===== src/rtl/cdb_arbiter_pkg.sv =====
// cdb_arbiter_pkg
//   Shared widths, the free-tag value, CDB source indices and small helper
//   functions for the common data bus arbiter and its per-source FIFOs.
//   Optional feature macro used by the files importing this package:
//   CDB_FLUSH_EN (adds the flush port and flush logic).
package cdb_arbiter_pkg;

  localparam int TAG_WIDTH    = 5;
  localparam int DATA_WIDTH   = 32;
  localparam int ALU_RS_WIDTH = 2;
  localparam int CDB_NUM_SRC  = 3;

  // All-ones tag marks "no result on the bus".
  localparam logic [TAG_WIDTH-1:0] TAG_FREE = '1;

  // Fixed producer channel assignment on the bus.
  typedef enum logic [1:0] {
    CDB_SRC_ALU = 2'd0,
    CDB_SRC_BR  = 2'd1,
    CDB_SRC_LS  = 2'd2
  } cdb_src_e;

  // Occupancy counters need one extra bit so "full" (== depth) is representable.
  function automatic int cnt_width(input int depth);
    return $clog2(depth) + 1;
  endfunction

  // Channel visited at step 'offset' of a round-robin scan that starts after 'ptr'.
  function automatic int rr_index(input int ptr, input int offset, input int n);
    return (ptr + offset) % n;
  endfunction

endpackage


===== src/rtl/cdb_src_fifo.sv =====
// cdb_src_fifo
//   One producer's result queue in front of the common data bus.
//   Circular buffer of DEPTH entries with same-cycle read and write support.
//   Optional macro: CDB_FLUSH_EN adds the clr input, which empties the queue
//   and overrides any read or write in the same cycle.
// Ports
//   clk, rst   clock (rising edge), asynchronous active-high reset
//   clr        discard all entries (CDB_FLUSH_EN only)
//   wr_en      write wr_data at the tail (ignored when full)
//   wr_data    entry to store
//   rd_en      drop the head entry (ignored when empty)
//   head       oldest entry, valid when !empty
//   empty      no entries stored
//   full       count == DEPTH
//   count      number of stored entries
module cdb_src_fifo
  import cdb_arbiter_pkg::*;
#(
  parameter int DEPTH = 4,
  parameter int WIDTH = 8
) (
  input  logic                         clk,
  input  logic                         rst,
`ifdef CDB_FLUSH_EN
  input  logic                         clr,
`endif
  input  logic                         wr_en,
  input  logic [WIDTH-1:0]             wr_data,
  input  logic                         rd_en,
  output logic [WIDTH-1:0]             head,
  output logic                         empty,
  output logic                         full,
  output logic [cnt_width(DEPTH)-1:0]  count
);

  localparam int PTR_W = $clog2(DEPTH);
  localparam int CNT_W = cnt_width(DEPTH);

  logic [WIDTH-1:0] mem_q [DEPTH];
  logic [WIDTH-1:0] mem_d [DEPTH];
  logic [PTR_W-1:0] rd_ptr_q, rd_ptr_d;
  logic [PTR_W-1:0] wr_ptr_q, wr_ptr_d;
  logic [CNT_W-1:0] count_q, count_d;
  logic             do_wr, do_rd;

  assign empty = (count_q == '0);
  assign full  = (count_q == CNT_W'(DEPTH));
  assign count = count_q;
  assign head  = mem_q[rd_ptr_q];

  // Pointers are exactly log2(DEPTH) bits, so incrementing wraps for free.
  // A simultaneous read and write moves both pointers and leaves count alone.
  always_comb begin
    mem_d    = mem_q;
    rd_ptr_d = rd_ptr_q;
    wr_ptr_d = wr_ptr_q;
    count_d  = count_q;
    do_wr    = wr_en && !full;
    do_rd    = rd_en && !empty;
    if (do_wr) begin
      mem_d[wr_ptr_q] = wr_data;
      wr_ptr_d        = wr_ptr_q + 1'b1;
    end
    if (do_rd) begin
      rd_ptr_d = rd_ptr_q + 1'b1;
    end
    case ({do_wr, do_rd})
      2'b10:   count_d = count_q + 1'b1;
      2'b01:   count_d = count_q - 1'b1;
      default: count_d = count_q;
    endcase
`ifdef CDB_FLUSH_EN
    if (clr) begin
      rd_ptr_d = '0;
      wr_ptr_d = '0;
      count_d  = '0;
    end
`endif
  end

  always_ff @(posedge clk or posedge rst) begin
    if (rst) begin
      for (int i = 0; i < DEPTH; i++) begin
        mem_q[i] <= '0;
      end
      rd_ptr_q <= '0;
      wr_ptr_q <= '0;
      count_q  <= '0;
    end else begin
      mem_q    <= mem_d;
      rd_ptr_q <= rd_ptr_d;
      wr_ptr_q <= wr_ptr_d;
      count_q  <= count_d;
    end
  end

endmodule


===== src/rtl/cdb_arbiter.sv =====
// cdb_arbiter
//   Common data bus of the Tomasulo core. Each producer (ALU, branch ALU,
//   LS buffer) pushes results into its own FIFO; every cycle a round-robin
//   arbiter picks one result, broadcasts it on the registered CDB outputs and
//   sends a one-hot finish pulse plus the RS index back to the winner.
//   A result offered to an empty channel that wins in the same cycle bypasses
//   its FIFO, giving one-cycle latency from push to broadcast.
//   Optional macro: CDB_FLUSH_EN adds the flush input, which empties every
//   FIFO, drops that cycle's pushes and idles the bus (rr_ptr kept).
// Ports
//   clk, rst    clock (rising edge), asynchronous active-high reset
//   src_valid   per-channel result offer
//   src_tag     packed tags, channel i at [i*TAG_W +: TAG_W]
//   src_data    packed data, channel i at [i*DATA_W +: DATA_W]
//   src_rs      packed RS indices, channel i at [i*RS_W +: RS_W]
//   src_ready   channel FIFO not full (combinational)
//   flush       discard all pending results (CDB_FLUSH_EN only)
//   cdb_valid   broadcast valid
//   cdb_tag     broadcast tag, free tag when idle
//   cdb_data    broadcast data, zero when idle
//   fin         one-hot finish to the winning producer
//   fin_rs      RS index of the broadcast result
module cdb_arbiter
  import cdb_arbiter_pkg::*;
#(
  parameter int NUM_SRC = CDB_NUM_SRC,
  parameter int DEPTH   = 4,
  parameter int TAG_W   = TAG_WIDTH,
  parameter int DATA_W  = DATA_WIDTH,
  parameter int RS_W    = ALU_RS_WIDTH
) (
  input  logic                      clk,
  input  logic                      rst,
  input  logic [NUM_SRC-1:0]        src_valid,
  input  logic [NUM_SRC*TAG_W-1:0]  src_tag,
  input  logic [NUM_SRC*DATA_W-1:0] src_data,
  input  logic [NUM_SRC*RS_W-1:0]   src_rs,
  output logic [NUM_SRC-1:0]        src_ready,
`ifdef CDB_FLUSH_EN
  input  logic                      flush,
`endif
  output logic                      cdb_valid,
  output logic [TAG_W-1:0]          cdb_tag,
  output logic [DATA_W-1:0]         cdb_data,
  output logic [NUM_SRC-1:0]        fin,
  output logic [RS_W-1:0]           fin_rs
);

  localparam int ENTRY_W   = TAG_W + DATA_W + RS_W;
  localparam int SRC_IDX_W = $clog2(NUM_SRC);
  localparam int CNT_W     = cnt_width(DEPTH);
  localparam logic [TAG_W-1:0] TAG_IDLE = TAG_W'(TAG_FREE);

  logic [ENTRY_W-1:0]   src_entry  [NUM_SRC];
  logic [ENTRY_W-1:0]   fifo_head  [NUM_SRC];
  logic [CNT_W-1:0]     fifo_count [NUM_SRC];
  logic [NUM_SRC-1:0]   fifo_empty;
  logic [NUM_SRC-1:0]   fifo_full;
  logic [NUM_SRC-1:0]   fifo_wr;
  logic [NUM_SRC-1:0]   fifo_rd;
  logic [NUM_SRC-1:0]   push;
  logic [NUM_SRC-1:0]   cand;
  logic [NUM_SRC-1:0]   grant_oh;
  logic                 grant;
  logic                 take;
  logic [SRC_IDX_W-1:0] winner;
  logic [SRC_IDX_W-1:0] scan_idx;
  logic [ENTRY_W-1:0]   win_entry;

  logic                 cdb_valid_q, cdb_valid_d;
  logic [TAG_W-1:0]     cdb_tag_q,   cdb_tag_d;
  logic [DATA_W-1:0]    cdb_data_q,  cdb_data_d;
  logic [NUM_SRC-1:0]   fin_q,       fin_d;
  logic [RS_W-1:0]      fin_rs_q,    fin_rs_d;
  logic [SRC_IDX_W-1:0] rr_ptr_q,    rr_ptr_d;

  // Per-channel FIFO plus the ready/push/candidate terms. Entries are packed
  // as {tag, data, rs}. A channel competes either with its FIFO head or,
  // when the FIFO is empty, with the result being pushed right now.
  for (genvar g = 0; g < NUM_SRC; g++) begin : g_src
    assign src_entry[g] = {src_tag[g*TAG_W +: TAG_W],
                           src_data[g*DATA_W +: DATA_W],
                           src_rs[g*RS_W +: RS_W]};
    assign src_ready[g] = (fifo_count[g] < CNT_W'(DEPTH));
    assign push[g]      = src_valid[g] && src_ready[g];
    assign cand[g]      = !fifo_empty[g] || push[g];

    cdb_src_fifo #(
      .DEPTH (DEPTH),
      .WIDTH (ENTRY_W)
    ) u_fifo (
      .clk     (clk),
      .rst     (rst),
`ifdef CDB_FLUSH_EN
      .clr     (flush),
`endif
      .wr_en   (fifo_wr[g]),
      .wr_data (src_entry[g]),
      .rd_en   (fifo_rd[g]),
      .head    (fifo_head[g]),
      .empty   (fifo_empty[g]),
      .full    (fifo_full[g]),
      .count   (fifo_count[g])
    );

    a_full_matches_count: assert property (@(posedge clk) disable iff (rst)
      fifo_full[g] == (fifo_count[g] == CNT_W'(DEPTH)));
  end

  // Round-robin scan starting one past the last winner.
  always_comb begin
    grant    = 1'b0;
    winner   = rr_ptr_q;
    scan_idx = '0;
    for (int k = 1; k <= NUM_SRC; k++) begin
      scan_idx = SRC_IDX_W'(rr_index(int'(rr_ptr_q), k, NUM_SRC));
      if (!grant && cand[scan_idx]) begin
        grant  = 1'b1;
        winner = scan_idx;
      end
    end
  end

  // A winner with an empty FIFO is served straight from its input, so its
  // push must not also land in the FIFO.
  always_comb begin
    grant_oh = '0;
    fifo_rd  = '0;
    fifo_wr  = '0;
    for (int i = 0; i < NUM_SRC; i++) begin
      grant_oh[i] = grant && (winner == SRC_IDX_W'(i));
      fifo_rd[i]  = grant_oh[i] && !fifo_empty[i];
      fifo_wr[i]  = push[i] && !(grant_oh[i] && fifo_empty[i]);
    end
  end

  assign win_entry = fifo_empty[winner] ? src_entry[winner] : fifo_head[winner];

  // Flush beats a grant: the bus idles and the pointer stays put.
`ifdef CDB_FLUSH_EN
  assign take = grant && !flush;
`else
  assign take = grant;
`endif

  // Output register defaults to idle every cycle so a broadcast is a single
  // cycle pulse.
  always_comb begin
    cdb_valid_d = 1'b0;
    cdb_tag_d   = TAG_IDLE;
    cdb_data_d  = '0;
    fin_d       = '0;
    fin_rs_d    = '0;
    rr_ptr_d    = rr_ptr_q;
    if (take) begin
      cdb_valid_d = 1'b1;
      cdb_tag_d   = win_entry[ENTRY_W-1 -: TAG_W];
      cdb_data_d  = win_entry[RS_W +: DATA_W];
      fin_d       = grant_oh;
      fin_rs_d    = win_entry[RS_W-1:0];
      rr_ptr_d    = winner;
    end
  end

  always_ff @(posedge clk or posedge rst) begin
    if (rst) begin
      cdb_valid_q <= 1'b0;
      cdb_tag_q   <= TAG_IDLE;
      cdb_data_q  <= '0;
      fin_q       <= '0;
      fin_rs_q    <= '0;
      rr_ptr_q    <= SRC_IDX_W'(NUM_SRC - 1);
    end else begin
      cdb_valid_q <= cdb_valid_d;
      cdb_tag_q   <= cdb_tag_d;
      cdb_data_q  <= cdb_data_d;
      fin_q       <= fin_d;
      fin_rs_q    <= fin_rs_d;
      rr_ptr_q    <= rr_ptr_d;
    end
  end

  assign cdb_valid = cdb_valid_q;
  assign cdb_tag   = cdb_tag_q;
  assign cdb_data  = cdb_data_q;
  assign fin       = fin_q;
  assign fin_rs    = fin_rs_q;

endmodule

===== config.mk =====
export PLATFORM = sky130hd
export DESIGN_NAME = cdb_arbiter
export DESIGN_NICKNAME = d
export VERILOG_FILES = /design/src/rtl/cdb_arbiter_pkg.sv /design/src/rtl/cdb_src_fifo.sv /design/src/rtl/cdb_arbiter.sv
export SDC_FILE = /design/constraint.sdc
export NUM_CORES = 1
export LEC_CHECK = 0
export CORE_ASPECT_RATIO = 0.8
export CORE_MARGIN = 3
export CORE_UTILIZATION = 59
export CTS_CLUSTER_SIZE = 40
export DETAILED_ROUTE_END_ITERATION = 16
export HOLD_SLACK_MARGIN = 0.1
export PLACE_DENSITY = 0.8
export SYNTH_ARGS = -nofsm -noshare
export SYNTH_HDL_FRONTEND = slang
export SYNTH_SLANG_ARGS = --single-unit

===== constraint.sdc =====
create_clock -name clk -period 23 [get_ports clk]
set_clock_uncertainty 0.2 [all_clocks]
set_input_delay 3.45 -clock clk [delete_from_list [all_inputs] [get_ports clk]]
set_output_delay 3.45 -clock clk [all_outputs]
set_load 0.02 [all_outputs]

Word level (Yosys, flattened, before mapping)
Index checks and enable logic that the tools add are counted.
- register bits: 534
- bits of input ports: 122
- output and inout port bits: 46
- word-level logic and storage cells: 174
- $add $sub $neg: 15
- divide/modulo/power cells: 3
- magnitude comparators: 17
- equality and inequality tests: 11
- muxes and demuxes: 47
- bitwise logic cells: 7
- reduce and logical (&&, ||, !) cells: 47
- operators with widths (cell ; count):
    2-to-1 mux 39 bit ; 14
    bitwise mux 156 bit ; 3
    binary-select mux 39 bit (select 2 bit) ; 5
    demux 39 bit (select 2 bit) ; 3
    modulo 32 x 3 -> 32 bit, second input constant ; 3
    2-to-1 mux 32 bit ; 1
    logical AND 1 bit ; 26
    greater-or-equal comparator 3 bit, second input constant ; 7
    inverter 2 -> 3 bit ; 7
    case mux 3 bit (2 select lines) ; 3
    adder 2 x 1 -> 2 bit, second input constant ; 6
    < comparator 2 x 3 -> 1 bit, second input constant ; 4
    logical NOT 1 bit ; 11
    adder 3 x 1 -> 3 bit, second input constant ; 3
    equality test 3 bit, second input constant ; 3
    logical NOT 3 bit ; 3
    < comparator 3 x 1 -> 1 bit, second input constant ; 3
    < comparator 3 bit, second input constant ; 3
    subtractor 3 x 1 -> 3 bit, second input constant ; 3
    binary-select mux 1 bit (select 2 bit) ; 4
    equality test 2 x 1 -> 1 bit, second input constant ; 4
    equality test 2 bit, second input constant ; 4
    2-to-1 mux 1 bit ; 8
    2-to-1 mux 2 bit ; 4
    other kinds (7) ; 12

Longest topological paths before layout
- depth after elaboration: 20
- depth in mapped cells: 18
- mapped depth without buffers: 16

Hierarchy
Synthesis repeated with hierarchy kept, for this count alone.
- cells, all modules: 1966
- area, all modules: 26628.0 sq um
- modules (own cells, without submodules) (module ; times used ; cells each ; area an instance (sq um) ; seq. area each (sq um)):
    cdb_src_fifo ; 3 ; 417 ; 7138.1 ; 4078.9
    cdb_arbiter ; 1 ; 715 ; 5213.8 ; 1133.6

Least setup slack after synthesis
No wires, ideal clock.
- path type: in2reg
- from: input port src_valid[1]
- to: register g_src[0].u_fifo.count_q[2]
- arrival time: 6383 ps
- data required time: 22720 ps
- setup slack: 16337 ps
- stages: 15
- buffers on the path: 2
- path through: or4_1 -> nor2_1 -> nand4_1 -> and4_1 -> buf_2 -> nor2_8 -> inv_2 -> buf_2 -> nor4_1 -> ha_1 -> inv_1 -> fa_1 -> xor2_1 -> nor2_1 -> xnor2_1
- elaborated cells between the ends (all ways): 30
- those cells by class: eq/ne (2); mux (13); reduce/logical (15)
- RTL lines (element ; RTL line ; RTL):
    start: declaration ; cdb_arbiter.sv:34 ; input logic [NUM_SRC-1:0] src_valid,
    logical AND 1 bit (*) ; cdb_arbiter.sv:85 ; assign push[g] = src_valid[g] && src_ready[g];
    logical OR 1 bit (*) ; cdb_arbiter.sv:86 ; assign cand[g] = !fifo_empty[g] || push[g];
    binary-select mux 1 bit (select 2 bit) ; cdb_arbiter.sv:117 ; if (!grant && cand[scan_idx]) begin
    2-to-1 mux 1 bit (not written as such) ; cdb_arbiter.sv:117 ;
    2-to-1 mux 1 bit ; cdb_arbiter.sv:117 ;
    logical NOT 1 bit ; cdb_arbiter.sv:117 ;
    logical AND 1 bit ; cdb_arbiter.sv:117 ;
    2-to-1 mux 1 bit ; cdb_arbiter.sv:117 ;
    [2 not listed] ; - ;
    2-to-1 mux 2 bit ; cdb_arbiter.sv:117 ;
    logical NOT 2 bit ; cdb_arbiter.sv:131 ; grant_oh[i] = grant && (winner == SRC_IDX_W'(i));
    logical AND 1 bit (*) ; cdb_arbiter.sv:131 ;
    logical AND 1 bit (*) ; cdb_arbiter.sv:132 ; fifo_rd[i] = grant_oh[i] && !fifo_empty[i];
    logical AND 1 bit (*) ; cdb_src_fifo.sv:59 ; do_rd = rd_en && !empty;
    via g_src[0].u_fifo.do_rd ; cdb_src_fifo.sv:44 ; logic do_wr, do_rd;
    equality test 2 x 1 -> 1 bit / equality test 2 bit (equally long branches) ; cdb_src_fifo.sv:67 ; case ({do_wr, do_rd})
    case mux 3 bit (2 select lines) / nonzero test 2 bit (equally long branches) ; - ;
    end signal: assignment ; cdb_src_fifo.sv:93 ; count_q <= count_d;
    end: declaration ; cdb_src_fifo.sv:43 ; logic [CNT_W-1:0] count_q, count_d;
The timed path passes the listed nets; every way through them passes the cells marked *. The select of a mux whose other input is x is not followed.
A chain may end at the register's enable or synchronous reset.

Worst setup path after layout
- from: input port src_valid[1]
- to: register g_src[2].u_fifo.mem_q[96] (netlist bit)
- cells in the longest elaborated chain, start to end: 17
- elaborated cells between the ends (all ways): 24
- those cells by class: eq/ne (1); mux (12); reduce/logical (11)
- ends and longest elaborated chain (element ; RTL line ; RTL):
    logical AND 1 bit (*) ; cdb_arbiter.sv:85 ;
    logical OR 1 bit (*) ; cdb_arbiter.sv:86 ;
    binary-select mux 1 bit (select 2 bit) ; cdb_arbiter.sv:117 ;
    2-to-1 mux 1 bit (not written as such) ; cdb_arbiter.sv:117 ;
    2-to-1 mux 1 bit ; cdb_arbiter.sv:117 ;
    logical NOT 1 bit ; cdb_arbiter.sv:117 ;
    logical AND 1 bit ; cdb_arbiter.sv:117 ;
    2-to-1 mux 1 bit ; cdb_arbiter.sv:117 ;
    logical NOT 1 bit ; cdb_arbiter.sv:117 ;
    logical AND 1 bit ; cdb_arbiter.sv:117 ;
    2-to-1 mux 2 bit ; cdb_arbiter.sv:117 ;
    equality test 2 bit ; cdb_arbiter.sv:131 ;
    logical AND 1 bit (*) ; cdb_arbiter.sv:131 ;
    logical AND 1 bit (*) ; cdb_arbiter.sv:133 ; fifo_wr[i] = push[i] && !(grant_oh[i] && fifo_empty[i]);
    logical NOT 1 bit (*) ; cdb_arbiter.sv:133 ;
    logical AND 1 bit (*) ; cdb_arbiter.sv:133 ;
    logical AND 1 bit (*) ; cdb_src_fifo.sv:58 ; do_wr = wr_en && !full;
    end signal: assignment ; cdb_src_fifo.sv:90 ; mem_q <= mem_d;
    end: declaration ; cdb_src_fifo.sv:39 ; logic [WIDTH-1:0] mem_q [DEPTH];
Mark *: on every way between the ends. The rest lies on a longest branch, timed or not. The select of a mux whose other input is x is not followed.

==> results_dict.tcl <==
set metrics [dict create \
    fmaxAchievable_mhz 112 \
    cp-startpoint "src_valid[1]" \
    path_max_fanout 47 \
    grt_max_degree 170 \
    cts_resized 0 \
    synth.top_cells.by_count "528 x dfrtp_1, 428 x mux2_2, 117 x mux4_2" \
    syn_area_per_cell_sq_um 14.6 \
    cts_max_path_buffers 3 \
    setup_viol 0 \
    synth_cell_types 49 \
    holdWs_ns 0.287 \
    clock_latency_ns 0.58 \
    drtIter0Drc 1047 \
    cts_hold_buf 0 \
    grt-ovfl-total 0 \
    power.density_nw_per_um2 172 \
    maxCapViolCount 0 \
    crit_type "input pin to register" \
    rrSetupSlack_ns 16.99 \
    ys_ff_latch 534 \
    syn-num-nets 1860 \
    antenna_found_initial 0 \
    h-tree-depth 2 \
    outcome "finished, final reports clean" \
    numCtsBuffers 52 \
    fillers 2765 \
    place.gp.congestion 0.845 \
    slew_headroom_pct 21.8 \
    num_vias 15304 \
    rr_endpoint "g_src[2].u_fifo.mem_q[96]" \
    ir_drop_v 0.000112 \
    dieHeight_microns 190 \
    wl_per_cell_microns 24.7 \
    ys_top_cells_by_area "dfrtp_1 53%, mux2_2 19%, mux4_2 11%" \
    cts_tree "yes" \
    synth_most_common_cell "dfrtp_1" \
    cts.reportedPaths.clkPinSlew_ns 0.06 \
    firstDrtPassIters 5 \
    crit_end "g_src[2].u_fifo.mem_q[96]" \
    grt_pass1_wl_microns 94400 \
    cp-start-kind "input pin" \
    ios 168 \
    total_power_uw 4970 \
    worstHoldPathCells 1 \
    worst_slew_pin_slew_ns 1.17 \
    grt_usage_pct 26.7 \
    fp.dieW_microns 237 \
    core_region_area_sq_um 41300 \
    cts.sinks 534 \
    synthToLayoutAreaGrowth_pct 15.1 \
    drcViolationCount 0 \
    port_buffers 167 \
    maxSlewViolCount 0 \
    num_rows 66 \
    dpl.hpwl_microns 36600 \
    avgViaCountPerCell 6.33 \
    syn-cell-area_sq_um 25100 \
    drive_above_1_share_pct 39.0 \
    rsz0062_at_grt "no" \
    start_util_pct 60.8 \
    seq_area_frac_synth_pct 53.3 \
    wirelength_microns 59700 \
    tns_ns 0 \
    required_ns 23.24 \
    yosysWarningCount 0 \
    root_buffer "clkbuf_16" \
    crit_arrival_ns 9.16 \
    post_cts_buffers 0 \
    final_hold_viol_count 0 \
    synth_flop_cell "dfrtp_1" \
    period_share_pct 38.8 \
    yosysTopAreaCell "dfrtp_1" \
    die-area_sq_um 45100 \
    endpoint_kind "register" \
    hold_path_class "register to register" \
    diodes 0 \
    grt_pass1_vias 16276 \
    r2r_cells 9 \
    synthCells 1718 \
    synthArstFlopShare_pct 100 \
    final_antenna_net_count 0 \
    num-nets-final 1977 \
    leakage_uw 0.0122 \
    synth_top_cell_area_share_pct 52.7 \
    r2r_start "g_src[2].u_fifo.count[0]" \
    min_period_ns 8.92 \
    synth-edff-count 0 \
]
-- cells in the final DEF (no fill, tap or decap), types with 15 or more instances in the layout --
cell type,n
dfrtp_1,522
mux2_2,428
clkdlybuf4s50_1,167
mux4_2,117
nand2_1,83
a21oi_1,76
clkbuf_16,53
mux2i_1,42
mux2_1,40
o221a_2,39
a21o_1,35
a211oi_1,35
inv_1,25
buf_4,24
ha_1,17
clkbuf_8,17
o21ai_0,15
-- per-stage QoR --
step / area [sq um] / std cells / util, % / setup WS [ns]
after CTS: 28900 / 2418 / 69.9 / 14.23
after global placement: 27100 / 2325 / 65.7 / 13.76
final: 28900 / 2418 / 69.9 / 14.08
after detailed placement: 27100 / 2325 / 65.7 / 13.64
after floorplan: 25100 / 1718 / - / 4.44
after global routing: 28900 / 2418 / 69.9 / 13.72
-- routing by layer --
layer / global-route usage (%) / wire length, microns / vias up
met5: 0 / 0 / -
met4: 5.67 / 1040 / 0
met3: 4.24 / 3540 / 81
met2: 43.7 / 28900 / 431
met1: 38.4 / 26200 / 8156
li1: - / - / 6636
-- flip-flops by register name, indices dropped and copies added (netlist names) --
name and count:
fin 3, g_src.u_fifo.wr_ptr_q 6, cdb_tag 5, cdb_data 32
fin_rs 2, cdb_valid 1, g_src.u_fifo.mem_q 468, g_src.u_fifo.count 9
rr_ptr_q 2, g_src.u_fifo.rd_ptr_q 6
-- worst max-delay path, cell delays in order --
cell             delay [ns]
clkdlybuf4s50_1        0.47
nor4_1                 0.64
nand4b_1               0.21
a21o_1                 0.24
o211ai_1               0.17
and2_2                 0.89
clkinv_2               0.92
a311oi_2               0.73
and2_2                 0.98
mux2_2                 0.43
-- final cells by class --
class,instances,area [sq um],area share (%)
clock buffer,81,1600,5.55
tap,544,681,2.36
multi-input combinational,1026,11100,38.3
inverter,29,118,0.407
sequential,534,13400,46.3
clock inverter,12,166,0.576
timing repair buffer,192,1870,6.48
-- how the worst min path moves through the flow --
stage	start	to	slack, ns
after global placement	g_src[1].u_fifo.mem_q[45]	g_src[1].u_fifo.mem_q[45]	0.27
after CTS	g_src[1].u_fifo.mem_q[1]	g_src[1].u_fifo.mem_q[1]	0.29
final	g_src[1].u_fifo.mem_q[1]	g_src[1].u_fifo.mem_q[1]	0.29
after detailed placement	g_src[1].u_fifo.mem_q[44]	g_src[1].u_fifo.mem_q[44]	0.28
after floorplan	g_src[1].u_fifo.mem_q[39]	g_src[1].u_fifo.mem_q[39]	0.26
after global routing	g_src[1].u_fifo.mem_q[86]	g_src[1].u_fifo.mem_q[86]	0.30
-- report_power, final --
| group | switching [uW] | internal [uW] | total [uW] | leakage, uW |
|---|---|---|---|---|
| registers | 311 | 1440 | 1750 | 0.00641 |
| clock network | 356 | 521 | 877 | 0.000873 |
| logic | 1130 | 1210 | 2350 | 0.00492 |
| total | 1800 | 3170 | 4970 | 0.0122 |
-- cells by family after synthesis --
logic type / synth area share (%)
AO/OA/AOI/OAI: 6.18
XOR/XNOR: 0.628
adder cells (fa/ha/maj): 1.13
buffers and inverters: 2.81
flip-flops: 53.3
multiplexers: 33.2
AND/OR/NAND/NOR: 2.79
(Power assumes the default switching activity.)
